<file path="config.mk">
export PLATFORM = sky130hd
export DESIGN_NAME = imem_boot_arbiter
export DESIGN_NICKNAME = d
export VERILOG_FILES = /design/src/rtl/imem_boot_arbiter.sv
export SDC_FILE = /design/constraint.sdc
export NUM_CORES = 1
export LEC_CHECK = 0
export CORE_MARGIN = 2
export CORE_UTILIZATION = 31
export DETAILED_ROUTE_END_ITERATION = 6
export GPL_TIMING_DRIVEN = 0
export PLACE_DENSITY = 0.78
export SLEW_MARGIN = 20
export SYNTH_ARGS = -nofsm -noshare
export SYNTH_HDL_FRONTEND = slang
export SYNTH_SLANG_ARGS = --single-unit
</file>
<file path="constraint.sdc">
create_clock -name clk -period 1.9 [get_ports clk]
set_input_delay 0.38 -clock clk [delete_from_list [all_inputs] [get_ports clk]]
set_output_delay 0.38 -clock clk [all_outputs]
set_load 0.01 [all_outputs]
</file>
<file path="src/rtl/imem_boot_arbiter.sv">
// Instruction-memory arbiter: boot loader writes the program, then fetch owns the port.
// Runtime reloads drain the outstanding fetch before handing the memory back to the loader.
module imem_boot_arbiter #(
    parameter int unsigned ADDR_W  = 14,
    parameter int unsigned TIMEOUT = 1000000
) (
    input  logic              clk,
    input  logic              rst,
    input  logic              boot_mode,
    input  logic              reload_req,
    input  logic              ld_valid,
    output logic              ld_ready,
    input  logic [ADDR_W-1:0] ld_addr,
    input  logic [31:0]       ld_data,
    input  logic              ld_last,
    input  logic              if_req,
    input  logic [31:0]       if_addr,
    output logic [31:0]       if_inst,
    output logic              if_valid,
    output logic              cpu_hold,
    output logic              cpu_run,
    output logic              mem_en,
    output logic              mem_we,
    output logic [ADDR_W-1:0] mem_addr,
    output logic [31:0]       mem_wdata,
    input  logic [31:0]       mem_rdata,
    output logic [2:0]        state,
    output logic [ADDR_W:0]   load_count
);

    localparam int unsigned     TW       = $clog2(TIMEOUT);
    localparam logic [TW-1:0]   TMO_LAST = TW'(TIMEOUT - 1);

    typedef enum logic [2:0] {
        S_IDLE  = 3'd0,
        S_LOAD  = 3'd1,
        S_FLUSH = 3'd2,
        S_RUN   = 3'd3,
        S_DRAIN = 3'd4
    } state_t;

    state_t          state_q, state_d;
    logic [TW-1:0]   tmo_q, tmo_d;
    logic [ADDR_W:0] cnt_q, cnt_d;
    logic            pend_q, pend_d;
    logic            run_q, run_d;
    logic            hold_q, hold_d;

    // Only the word index of the fetch PC reaches the memory.
    logic unused_if_bits;
    assign unused_if_bits = ^{if_addr[31:ADDR_W+2], if_addr[1:0]};

    always_ff @(posedge clk or negedge rst) begin
        if (!rst) begin
            state_q <= S_IDLE;
            tmo_q   <= '0;
            cnt_q   <= '0;
            pend_q  <= 1'b0;
            run_q   <= 1'b0;
            hold_q  <= 1'b1;
        end else begin
            state_q <= state_d;
            tmo_q   <= tmo_d;
            cnt_q   <= cnt_d;
            pend_q  <= pend_d;
            run_q   <= run_d;
            hold_q  <= hold_d;
        end
    end

    always_comb begin
        state_d   = state_q;
        tmo_d     = tmo_q;
        cnt_d     = cnt_q;
        pend_d    = 1'b0;
        ld_ready  = 1'b0;
        mem_en    = 1'b0;
        mem_we    = 1'b0;
        mem_addr  = '0;
        mem_wdata = '0;

        case (state_q)
            S_IDLE: begin
                if (boot_mode) begin
                    state_d = S_LOAD;
                    tmo_d   = '0;
                    cnt_d   = '0;
                end else begin
                    state_d = S_RUN;
                end
            end
            S_LOAD: begin
                ld_ready = 1'b1;
                // An accepted beat takes priority over an expiring timeout.
                if (ld_valid) begin
                    mem_en    = 1'b1;
                    mem_we    = 1'b1;
                    mem_addr  = ld_addr;
                    mem_wdata = ld_data;
                    cnt_d     = (&cnt_q) ? cnt_q : cnt_q + 1'b1;
                    tmo_d     = '0;
                    if (ld_last) begin
                        state_d = S_FLUSH;
                    end
                end else if (tmo_q == TMO_LAST) begin
                    tmo_d   = '0;
                    state_d = S_RUN;
                end else begin
                    tmo_d = tmo_q + 1'b1;
                end
            end
            S_FLUSH: begin
                state_d = S_RUN;
            end
            S_RUN: begin
                mem_en   = if_req;
                mem_addr = if_addr[ADDR_W+1:2];
                pend_d   = if_req;
                if (reload_req) begin
                    state_d = S_DRAIN;
                end
            end
            S_DRAIN: begin
                state_d = S_LOAD;
                tmo_d   = '0;
                cnt_d   = '0;
            end
            default: begin
                state_d = S_IDLE;
            end
        endcase

        // Registered from the next state so the core is released together with RUN.
        run_d  = (state_d == S_RUN);
        hold_d = (state_d != S_RUN);
    end

    assign state      = state_q;
    assign load_count = cnt_q;
    assign if_valid   = pend_q;
    assign if_inst    = pend_q ? mem_rdata : '0;
    assign cpu_run    = run_q;
    assign cpu_hold   = hold_q;

endmodule

</file>
==> impl_metrics.json, run 1 <==
{
  "outcome": "complete, but fails checks",
  "violations_in_the_final_reports": "negative setup slack",
  "hold-worst-slack_ns": 0.4967,
  "yosys.cell_types.count": 52,
  "postSynthNetCount": 458,
  "slew_headroom_pct": 63.69,
  "timing.final.hold_violations": 0,
  "worst_hold_path_type": "register to register",
  "worst_setup_hold_path_clk_slew_ns": 0.09,
  "dieArea_mm2": 0.01009,
  "initial_antenna_violation_count": 0,
  "post_synth_mux_area_share_pct": 1.388,
  "synthesis.instances": 339,
  "timing_worst_slew_pin_value_ns": 0.5417,
  "ys.flop_type": "dfrtp_1",
  "grt_setup_unrepaired": "yes",
  "critical_path.startpoint": "state[2]",
  "achievable-frequency_ghz": 0.4503,
  "synth_seq_cells": 41,
  "clock_latency_ns": 0.31,
  "io-pin-count": 219,
  "htree_levels": 2,
  "cts_sinks": 41,
  "grt_use_total_pct": 22.74,
  "warnings_synthesis": 0,
  "io_buffer_count": 199,
  "drt_pass1_iterations": 5,
  "vias": 3640,
  "power-per-cell-area_mw_per_mm2": 989.2,
  "holdCritStartpoint": "tmo_q[19]",
  "synth.avg_cell_area_um2": 8.507,
  "layout_setup_ws_ns": -0.3206,
  "drv.max_cap_violation_count": 0,
  "final.fill_count": 745,
  "synth-simple-area-share_pct": 34.36,
  "path_class": "register to output port",
  "parity_gate_share_of_the_synthesized_area_counting_xor_and_xnor_cells_pct": 2.430,
  "max-vdd-ir-drop_v": 0.0005725,
  "area.growth.synth_to_final_pct": 96.92,
  "final-setup-viol-count": 80,
  "critPathArrivalTime_ns": 1.84,
  "clock_skew_ns": 0.01910,
  "timing.critical_path.to_type": "output port",
  "die_w_um": 100.5,
  "synth_edf_count": 0,
  "min_period_ns": 2.221,
  "required_time_worst_endpoint_ns": 1.52,
  "antenna_cells": 0,
  "number_of_global_route_vias_before_repair": 3560,
  "largest_driver_fanout_on_the_critical_path": 7,
  "combinational_family_with_the_most_area_after_synthesis": "simple AND/OR/NAND/NOR gates",
  "worst_r2r_start": "state[2]",
  "synthAdderAreaFrac_pct": 0.8677,
  "detailedRoute.firstIterationViolations": 194,
  "die_h_um": 100.5,
  "ff_latch_area_mm2": 0.001028,
  "placement.cell_area_mm2": 0.005074,
  "finalNetCount": 702,
  "register_area_share_after_synthesis_pct": 35.62,
  "yosysTopAreaCell": "dfrtp_1",
  "floorplan.initialDensity_pct": 31.51,
  "multi_input_area_mm2": 0.001913,
  "ant_nets": 0,
  "period_share_pct": 116.9,
  "dp_hpwl_um": 8811,
  "final_std_cell_area_no_fill_mm2": 0.005679,
  "global_route_wire_length_before_repair_um": 18200,
  "grt_max_degree": 31,
  "leakage_nw": 2.603,
  "floorplan.rows": 35,
  "core_region_mm2": 0.009153,
  "avgViaCountPerCell": 5.237,
  "mappedNetlistArea_mm2": 0.002884,
  "critPathLaunchType": "register",
  "area_share_of_the_largest_cell_type_after_synthesis_pct": 34.71,
  "routed_wire_length_per_instance_um": 17.72,
  "post_route_cells_drive_above_1_share_pct": 27.91,
  "cts_inserted_buffers": 5,
  "drt_drc_violations_left": 0,
  "globalplace.congestion": 0.9057,
  "number_of_pins_with_negative_max_slew_slack_in_the_final_report": 0,
  "netlist_top_cells_area": "dfrtp_1, and2_1, and3_1",
  "drt_wl_total_um": 12320,
  "deepest_clock_path_buffer_count": 2,
  "cts_root_buf": "clkbuf_8",
  "ys_async_sr_fraction_pct": 100.0,
  "cts_tree": "done",
  "compound_gate_portion_of_the_synthesized_area_pct": 19.83,
  "gr-total-overflow": 0
}
-- cell type report --
class	count	share of cell area (%)
Buffer	21	3.503
Clock buffer	6	1.454
Clock inverter	2	0.2423
Inverter	8	0.6169
Multi-Input combinational cell	268	33.69
Sequential cell	41	18.11
Tap cell	111	2.445
Timing Repair Buffer	238	39.94
-- cell usage after synthesis (2+ instances only) --
library cell	number
dfrtp_1	40
and2_1	37
and3_1	37
nand2_1	32
nor2_1	23
a21oi_1	17
a22o_1	15
nand3_1	14
clkbuf_1	13
o21ai_0	12
a31oi_1	9
nand4_1	8
inv_1	7
nor3_1	7
xor2_1	7
buf_2	6
and4_1	4
buf_6	4
mux2i_1	4
nand2b_1	4
a21oi_4	2
a41oi_1	2
ha_1	2
o2111ai_1	2
o211ai_1	2
o21a_1	2
o22ai_1	2
-- report_power, final --
group / total [mW] / switching (mW) / internal, mW
Sequential: 1.06 / 0.0904 / 0.973
Clock: 0.633 / 0.338 / 0.295
Combinational: 3.92 / 1.82 / 2.10
Total: 5.62 / 2.25 / 3.37
-- stage by stage --
stage | setup WS [ns] | util, % | TNS [ns] | std cells | power, mW
floorplan | -0.06114 | - | -1.658 | 339 | 2.592
global placement | -0.7568 | 55.27 | -60.55 | 649 | 4.051
detailed placement | -0.7446 | 55.43 | -36.21 | 650 | 4.102
CTS | -0.3564 | 60.01 | -21.58 | 689 | 5.292
global route | -0.3709 | 62.05 | -22.78 | 695 | 5.912
finish | -0.3206 | 62.05 | -17.98 | 695 | 5.618
-- kinds of logic after synthesis --
group                    Yosys count
AO/OA/AOI/OAI                     77
multiplexers                       4
XOR/XNOR                           8
buffers and inverters             31
AND/OR/NAND/NOR                  176
adder cells (fa/ha/maj)            2
flip-flops                        41
-- flip-flops by register name, summed over array words and instances, names as in the netlist --
name        cells
tmo_q          20
load_count     15
state           3
cpu_hold        1
cpu_run         1
if_valid        1
-- critical path: stages, from the launching register on --
cell and delay (ns):
dfrtp_1 0.43, or3b_4 0.47, clkinv_4 0.08, buf_12 0.13, clkbuf_16 0.14, and3_4 0.18
buf_6 0.10
-- layer usage --
layer	track usage, %	part of all wire, %	up-vias
met1	28.52	39	1714
met4	4.426	1.1	0
met2	39.60	51	185
met5	0	0	-
li1	-	-	1720
met3	6.033	8.3	21
-- placed cells by master (no fill, tap or decap), types with 3 or more instances in the layout --
| cell type | synthesis | routed |
|---|---|---|
| buf_6 | 4 | 43 |
| mux2i_1 | 4 | 4 |
| o21ai_0 | 12 | 10 |
| and3_1 | 37 | 14 |
| nand2_1 | 32 | 32 |
| dfrtp_1 | 40 | 39 |
| and4_1 | 4 | 4 |
| nor2_1 | 23 | 21 |
| dlygate4sd2_1 | 0 | 29 |
| buf_8 | 0 | 3 |
| buf_4 | 0 | 25 |
| nor3_2 | 0 | 3 |
| clkdlybuf4s50_1 | 0 | 116 |
| clkbuf_8 | 0 | 8 |
| buf_2 | 6 | 26 |
| nand3_1 | 14 | 13 |
| and2_1 | 37 | 37 |
| a21oi_4 | 2 | 3 |
| clkbuf_1 | 13 | 4 |
| nand4_1 | 8 | 8 |
| and3_4 | 0 | 23 |
| inv_1 | 7 | 7 |
| a22o_1 | 15 | 15 |
| a31oi_1 | 9 | 9 |
| nand2b_1 | 4 | 4 |
| nor3_1 | 7 | 4 |
| xor2_1 | 7 | 7 |
| a21oi_1 | 17 | 16 |
-- worst paths after layout --
path,end,slack (ns),cells past startpoint
min in group asynchronous,load_count[6],0.51,2
worst min register to register,tmo_q[19],0.50,1
worst max-delay path,mem_wdata[25],-0.32,6
max in group asynchronous,cpu_hold,0.87,3
worst min-delay path,tmo_q[19],0.50,1
worst max register to register,tmo_q[2],-0.26,10
-- repair_timing --
action                                 4_1_cts  5_1_grt
gates cloned                                 7        1
gates resized for setup                    306       38
buffers inserted                            24        6
hold buffers                                 1        0
setup endpoints to repair                  109       90
endpoints found under the hold margin       11        0
pin swaps                                   18        9
No activity file was read; power rests on OpenSTA's default activity.
==> inputs of run 2 (changes only) <==
--- a/config.mk
+++ b/config.mk
@@ -5,8 +5,10 @@
 export SDC_FILE = /design/constraint.sdc
 export NUM_CORES = 1
 export LEC_CHECK = 0
+export CORE_ASPECT_RATIO = 0.7
 export CORE_MARGIN = 2
 export CORE_UTILIZATION = 31
+export CTS_CLUSTER_SIZE = 24
 export DETAILED_ROUTE_END_ITERATION = 6
 export GPL_TIMING_DRIVEN = 0
 export PLACE_DENSITY = 0.78
@@ -14,3 +16,4 @@
 export SYNTH_ARGS = -nofsm -noshare
 export SYNTH_HDL_FRONTEND = slang
 export SYNTH_SLANG_ARGS = --single-unit
+export TNS_END_PERCENT = 100
==> run 2 against run 1 <==
Compared with the run above: the flow still finishes with violations (negative setup slack); via count rose by 1.3%; critical path depth did not move; cell area rose by 5.6%; largest power group unchanged; highest routed layer unchanged.
==> impl_metrics.json, run 2 (synthesis results as in run 1) <==
{
  "outcome": "complete, but fails checks",
  "violations_in_the_final_reports": "negative setup slack",
  "number_of_global_route_vias_before_repair": 3545,
  "required_time_worst_endpoint_ns": 1.52,
  "slew_headroom_pct": 55.48,
  "ff2ff_path_depth": 11,
  "achievable-frequency_ghz": 0.4449,
  "htree_levels": 2,
  "cts_root_buf": "clkbuf_16",
  "path_cells": "or3b_4 -> buf_12 -> nor2_4 -> buf_6 -> a22o_1 -> buf_2",
  "drt_pass1_iterations": 4,
  "largest_register": "tmo_q",
  "drt_wl_total_um": 13020,
  "io_buffer_count": 199,
  "dp_hpwl_um": 8499,
  "leakage_nw": 2.694,
  "grt_max_degree": 28,
  "cts_inserted_buffers": 5,
  "vias": 3686,
  "drv.max_cap_violation_count": 0,
  "max-vdd-ir-drop_v": 0.0006431,
  "area.growth.synth_to_final_pct": 107.9,
  "worst_hold_path_type": "input port to async pin",
  "critPathArrivalTime_ns": 1.87,
  "final.fill_count": 665,
  "cts_sinks": 41,
  "reg2reg_setup_slack_ns": -0.23,
  "gr-total-overflow": 0,
  "post_route_cells_drive_above_1_share_pct": 33.33,
  "critPathLaunchType": "register",
  "grt_use_total_pct": 22.63,
  "timing.final.hold_violations": 0,
  "drt_drc_violations_left": 0,
  "die_w_um": 119.3,
  "timing.critical_path.slowest_stage_cell": "or3b_4",
  "slowest_delay_ns": 0.46,
  "core_region_mm2": 0.009035,
  "min_period_ns": 2.248,
  "core_utilization_of_the_finished_layout_pct": 66.38,
  "globalplace.congestion": 0.7994,
  "layout_setup_ws_ns": -0.3476,
  "clock_latency_ns": 0.29,
  "ant_nets": 0,
  "timing.critical_path.to_type": "output port",
  "global_route_wire_length_before_repair_um": 18250,
  "setup-tns-final_ns": -18.19,
  "period_share_pct": 118.3,
  "avgViaCountPerCell": 5.199,
  "timing_worst_slew_pin_value_ns": 0.6627,
  "final-setup-viol-count": 75,
  "floorplan.rows": 29,
  "detailedRoute.firstIterationViolations": 238,
  "dieArea_mm2": 0.01010,
  "power.total_mw": 6.219,
  "worst_reg2reg_endpoint": "tmo_q[8]",
  "clock_skew_ns": 0.01150,
  "path_class": "register to output port",
  "deepest_clock_path_buffer_count": 2,
  "initial_antenna_violation_count": 0,
  "finalNetCount": 703,
  "antenna_cells": 0,
  "power-per-cell-area_mw_per_mm2": 1037,
  "die_h_um": 84.70,
  "crit_family": "simple AND/OR/NAND/NOR gates",
  "most_common_cell_after_layout_fill_and_taps_aside": "clkdlybuf4s50_1",
  "io-pin-count": 219,
  "cts_tree": "done",
  "largest_register_ffs": 20,
  "grt_setup_unrepaired": "yes",
  "worstPathBufferInverterCount": 3,
  "final_cell_mix": "clkdlybuf4s50_1, buf_6, dfrtp_1, and2_1, and3_4",
  "floorplan.initialDensity_pct": 31.92,
  "largest_driver_fanout_on_the_critical_path": 6,
  "number_of_pins_with_negative_max_slew_slack_in_the_final_report": 0,
  "dp_worst_setup_slack_ns": -0.7873,
  "worst_r2r_start": "state[2]",
  "routed_wire_length_per_instance_um": 18.36,
  "worst_setup_hold_path_clk_slew_ns": 0.06
}
[run 2: changes by cell type in the layout (fill, tap and decap cells not counted), moves of 4 or more]
cell / change
dlygate4sd2_1: -9
buf_2: -6
clkbuf_16: +7
buf_4: -8
nand2_2: +5
clkdlybuf4s50_1: +8
and3_4: +6
and3_1: -6
nand2_1: -6
buf_6: +12
clkbuf_8: -4
a21oi_2: +10
a21oi_1: -10
[run 2: repair_timing]
item                       4_1_cts  5_1_grt
cloned                           3        4
pin swaps                       19       31
hold buffers                     0        0
setup buffers                   22       15
setup endpoints to repair      107       95
resized for setup              288       99
[run 2: power breakdown]
part | total, mW | internal (mW) | switching, mW | leakage, nW
Combinational | 4.24 | 2.30 | 1.94 | 2.06
Clock | 0.916 | 0.557 | 0.359 | 0.0799
Sequential | 1.07 | 0.974 | 0.0910 | 0.557
Total | 6.22 | 3.83 | 2.39 | 2.69
[run 2: layer usage]
layer	up-vias	track usage (%)	wire, um
li1	1725	-	-
met1	1784	28.84	5200
met2	148	38.24	6677
met3	29	4.348	803
met4	0	8.550	338
met5	-	0	0
[run 2: worst max-delay path by stage]
| stage | start | endpoint | slack (ns) | depth (start not counted) |
|---|---|---|---|---|
| global placement | state[2] | mem_wdata[10] | -0.78 | 7 |
| global route | state[2] | mem_addr[4] | -0.40 | 6 |
| floorplan | state[2] | mem_wdata[10] | -0.06 | 6 |
| detailed placement | state[2] | mem_wdata[10] | -0.79 | 7 |
| finish | state[2] | mem_addr[6] | -0.35 | 6 |
| CTS | state[2] | mem_addr[6] | -0.41 | 7 |
[run 2: metrics by stage]
| step | std cells | hold slack [ns] | cell area, um2 |
|---|---|---|---|
| global route | 709 | 0.02859 | 5997 |
| CTS | 695 | 0.01445 | 5451 |
| global placement | 662 | 0.4807 | 5075 |
| floorplan | 339 | 0.08441 | 2928 |
| detailed placement | 663 | 0.3197 | 5090 |
| finish | 709 | 0.007086 | 5997 |
[run 2: layout make-up]
cell class	count	area, um2	area share, %
Inverter	8	35.03	0.5842
Multi-Input combinational cell	267	2022	33.72
Buffer	21	216.5	3.609
Sequential cell	41	1028	17.15
Tap cell	124	155.1	2.587
Clock inverter	1	5.005	0.08346
Clock buffer	7	152.6	2.545
Timing Repair Buffer	240	2382	39.72
==> RTL edit, RTL diff (settings of run 2) <==
Make the reset (`rst`) synchronous in one clocked block.
--- a/src/rtl/imem_boot_arbiter.sv
+++ b/src/rtl/imem_boot_arbiter.sv
@@ -50,7 +50,7 @@
     logic unused_if_bits;
     assign unused_if_bits = ^{if_addr[31:ADDR_W+2], if_addr[1:0]};
 
-    always_ff @(posedge clk or negedge rst) begin
+    always_ff @(posedge clk) begin
         if (!rst) begin
             state_q <= S_IDLE;
             tmo_q   <= '0;
Check against the original RTL: differs if rst is asserted again (counterexample within 4 cycles, from zero or initial values and one cycle with rst low); with rst held inactive, the same outputs for 10 cycles.
==> RTL edit against run 2 <==
The run still ends with setup timing left; worst setup slack gained 0.074 ns; cell area shrank 8.8%; sequential share of layout area shrank 1.7 points; sequential cell count is the same; routed wire length shrank 13%; worst hold slack gained 0.49 ns; area after synthesis shrank 1.6%; critical path type unchanged; largest cell class unchanged.
Power is not compared: it rests on default switching activity, and its combinational part moved more than twofold at a synthesized area within 25%.
==> RTL edit: results (changes against run 2) <==
Unique masters post-synth -> 57 (was 52)
Final nets -> 708 (was 703)
# setup viols final -> 50 (was 75)
placed cell areas -> 5000 um^2 (was 5090 um^2)
RR Endpoint -> load_count[2] (was tmo_q[8])
Finished Layout Cells -> 713 (was 709)
Synth async-reset ratio -> 0% (was 100%)
number of gates resized after cts -> 258 (was 288)
GRT met3 Usage -> 3.62% (was 4.35%)
drt first pass iters -> 5 (was 4)
R2R cell count -> 7 (was 11)
max incr delay on CP -> 0.42 ns (was 0.46 ns)
routed len/inst -> 15.8 um (was 18.4 um)
WL met1 -> 4.33 mm (was 5.20 mm)
met2 routed WL -> 5.88 mm (was 6.68 mm)
clock skew -> 0.00451 ns (was 0.0115 ns)
Reg2Reg Setup Slack -> 0.06 ns (was -0.23 ns)
Post-CTS Setup Inserts -> 10 (was 22)
reg2reg start -> state[0] (was state[2])
GRT Util Overall -> 21.0% (was 22.6%)
status -> finished with violations (unchanged)
Least-Margin Pin Slew -> 0.508 ns (was 0.663 ns)
placed insts -> 676 (was 663)
top cells by count, synth -> 42 x and3_1, 41 x dfxtp_1, 36 x and2_1, 25 x nor2_1, 21 x nand3_1 (was 40 x dfrtp_1, 37 x and2_1, 37 x and3_1, 32 x nand2_1, 23 x nor2_1)
Hold WC Path Type -> register to register (was primary input to async pin)
routed vias/inst -> 5.15 (was 5.20)
Post-Syn Area per Cell -> 8.06 um^2 (was 8.51 um^2)
I/O Buffers -> 200 (was 199)
hpwl dp -> 8.51 mm (was 8.50 mm)
Initial DRC Count -> 188 (was 238)
gp weighted congestion -> 0.867 (was 0.799)
vias in the first global route -> 3486 (was 3545)
DR WL met3 -> 911 um (was 803 um)
failing checks -> setup timing (unchanged)
Seq/Total Area, Yosys -> 28.9% (was 35.6%)
met2 Use GR -> 38.8% (was 38.2%)
met1 Usage GRT -> 25.0% (was 28.8%)
PnR worst setup slack -> -0.273 ns (was -0.348 ns)
[RTL edit: changes by cell type in the layout (fill, tap and decap cells not counted), moves of 12 or more]
cell            run 2  this run
dfrtp_1            39         0
and3_4             29        11
buf_6              55        27
and3_1              8        31
nand2_1            26        13
buf_2              20        34
dfxtp_1             0        30
buf_4              17        29
[RTL edit: cell families after synthesis]
group	count (synthesis)	share of synthesized area, %
simple gates	192	41.1
mux	2	0.750
flops	41	28.9
buf+inv	37	6.48
fa+ha+maj	2	0.882
xor+xnor	20	6.18
compound gates	58	15.7
[RTL edit: worst max path at each step]
| stage | startpoint | slack [ns] | end | depth (start not counted) |
|---|---|---|---|---|
| 4_1_cts | state[1] | -0.35 | mem_addr[3] | 8 |
| 2_1_floorplan | state[1] | 0.008 | mem_addr[1] | 7 |
| 6_report | state[2] | -0.27 | mem_addr[3] | 7 |
| 5_1_grt | state[2] | -0.35 | mem_addr[3] | 7 |
| 3_3_place_gp | ld_valid | -0.85 | mem_wdata[4] | 5 |
| 3_5_place_dp | ld_valid | -0.90 | mem_wdata[9] | 5 |
[RTL edit: per-stage QoR]
stage	total power [mW]	TNS [ns]	hold slack, ns	worst slack (ns)
floorplan	1.19	0	0.450	0.00796
global placement	1.62	-38.60	0.477	-0.849
detailed placement	1.63	-41.56	0.487	-0.898
CTS	2.52	-11.66	0.495	-0.354
global route	2.68	-12.01	0.519	-0.348
finish	2.57	-9.00	0.493	-0.273
[RTL edit: final cells by class]
class                           count  area, um^2  share of cell area (%)
Buffer                             24         201                    3.68
Clock buffer                        6         139                    2.54
Clock inverter                      1        7.51                   0.137
Inverter                           10        42.5                   0.778
Multi-Input combinational cell    274        1950                    35.7
Sequential cell                    41         842                    15.4
Tap cell                          124         155                    2.84
Timing Repair Buffer              233        2130                    38.9
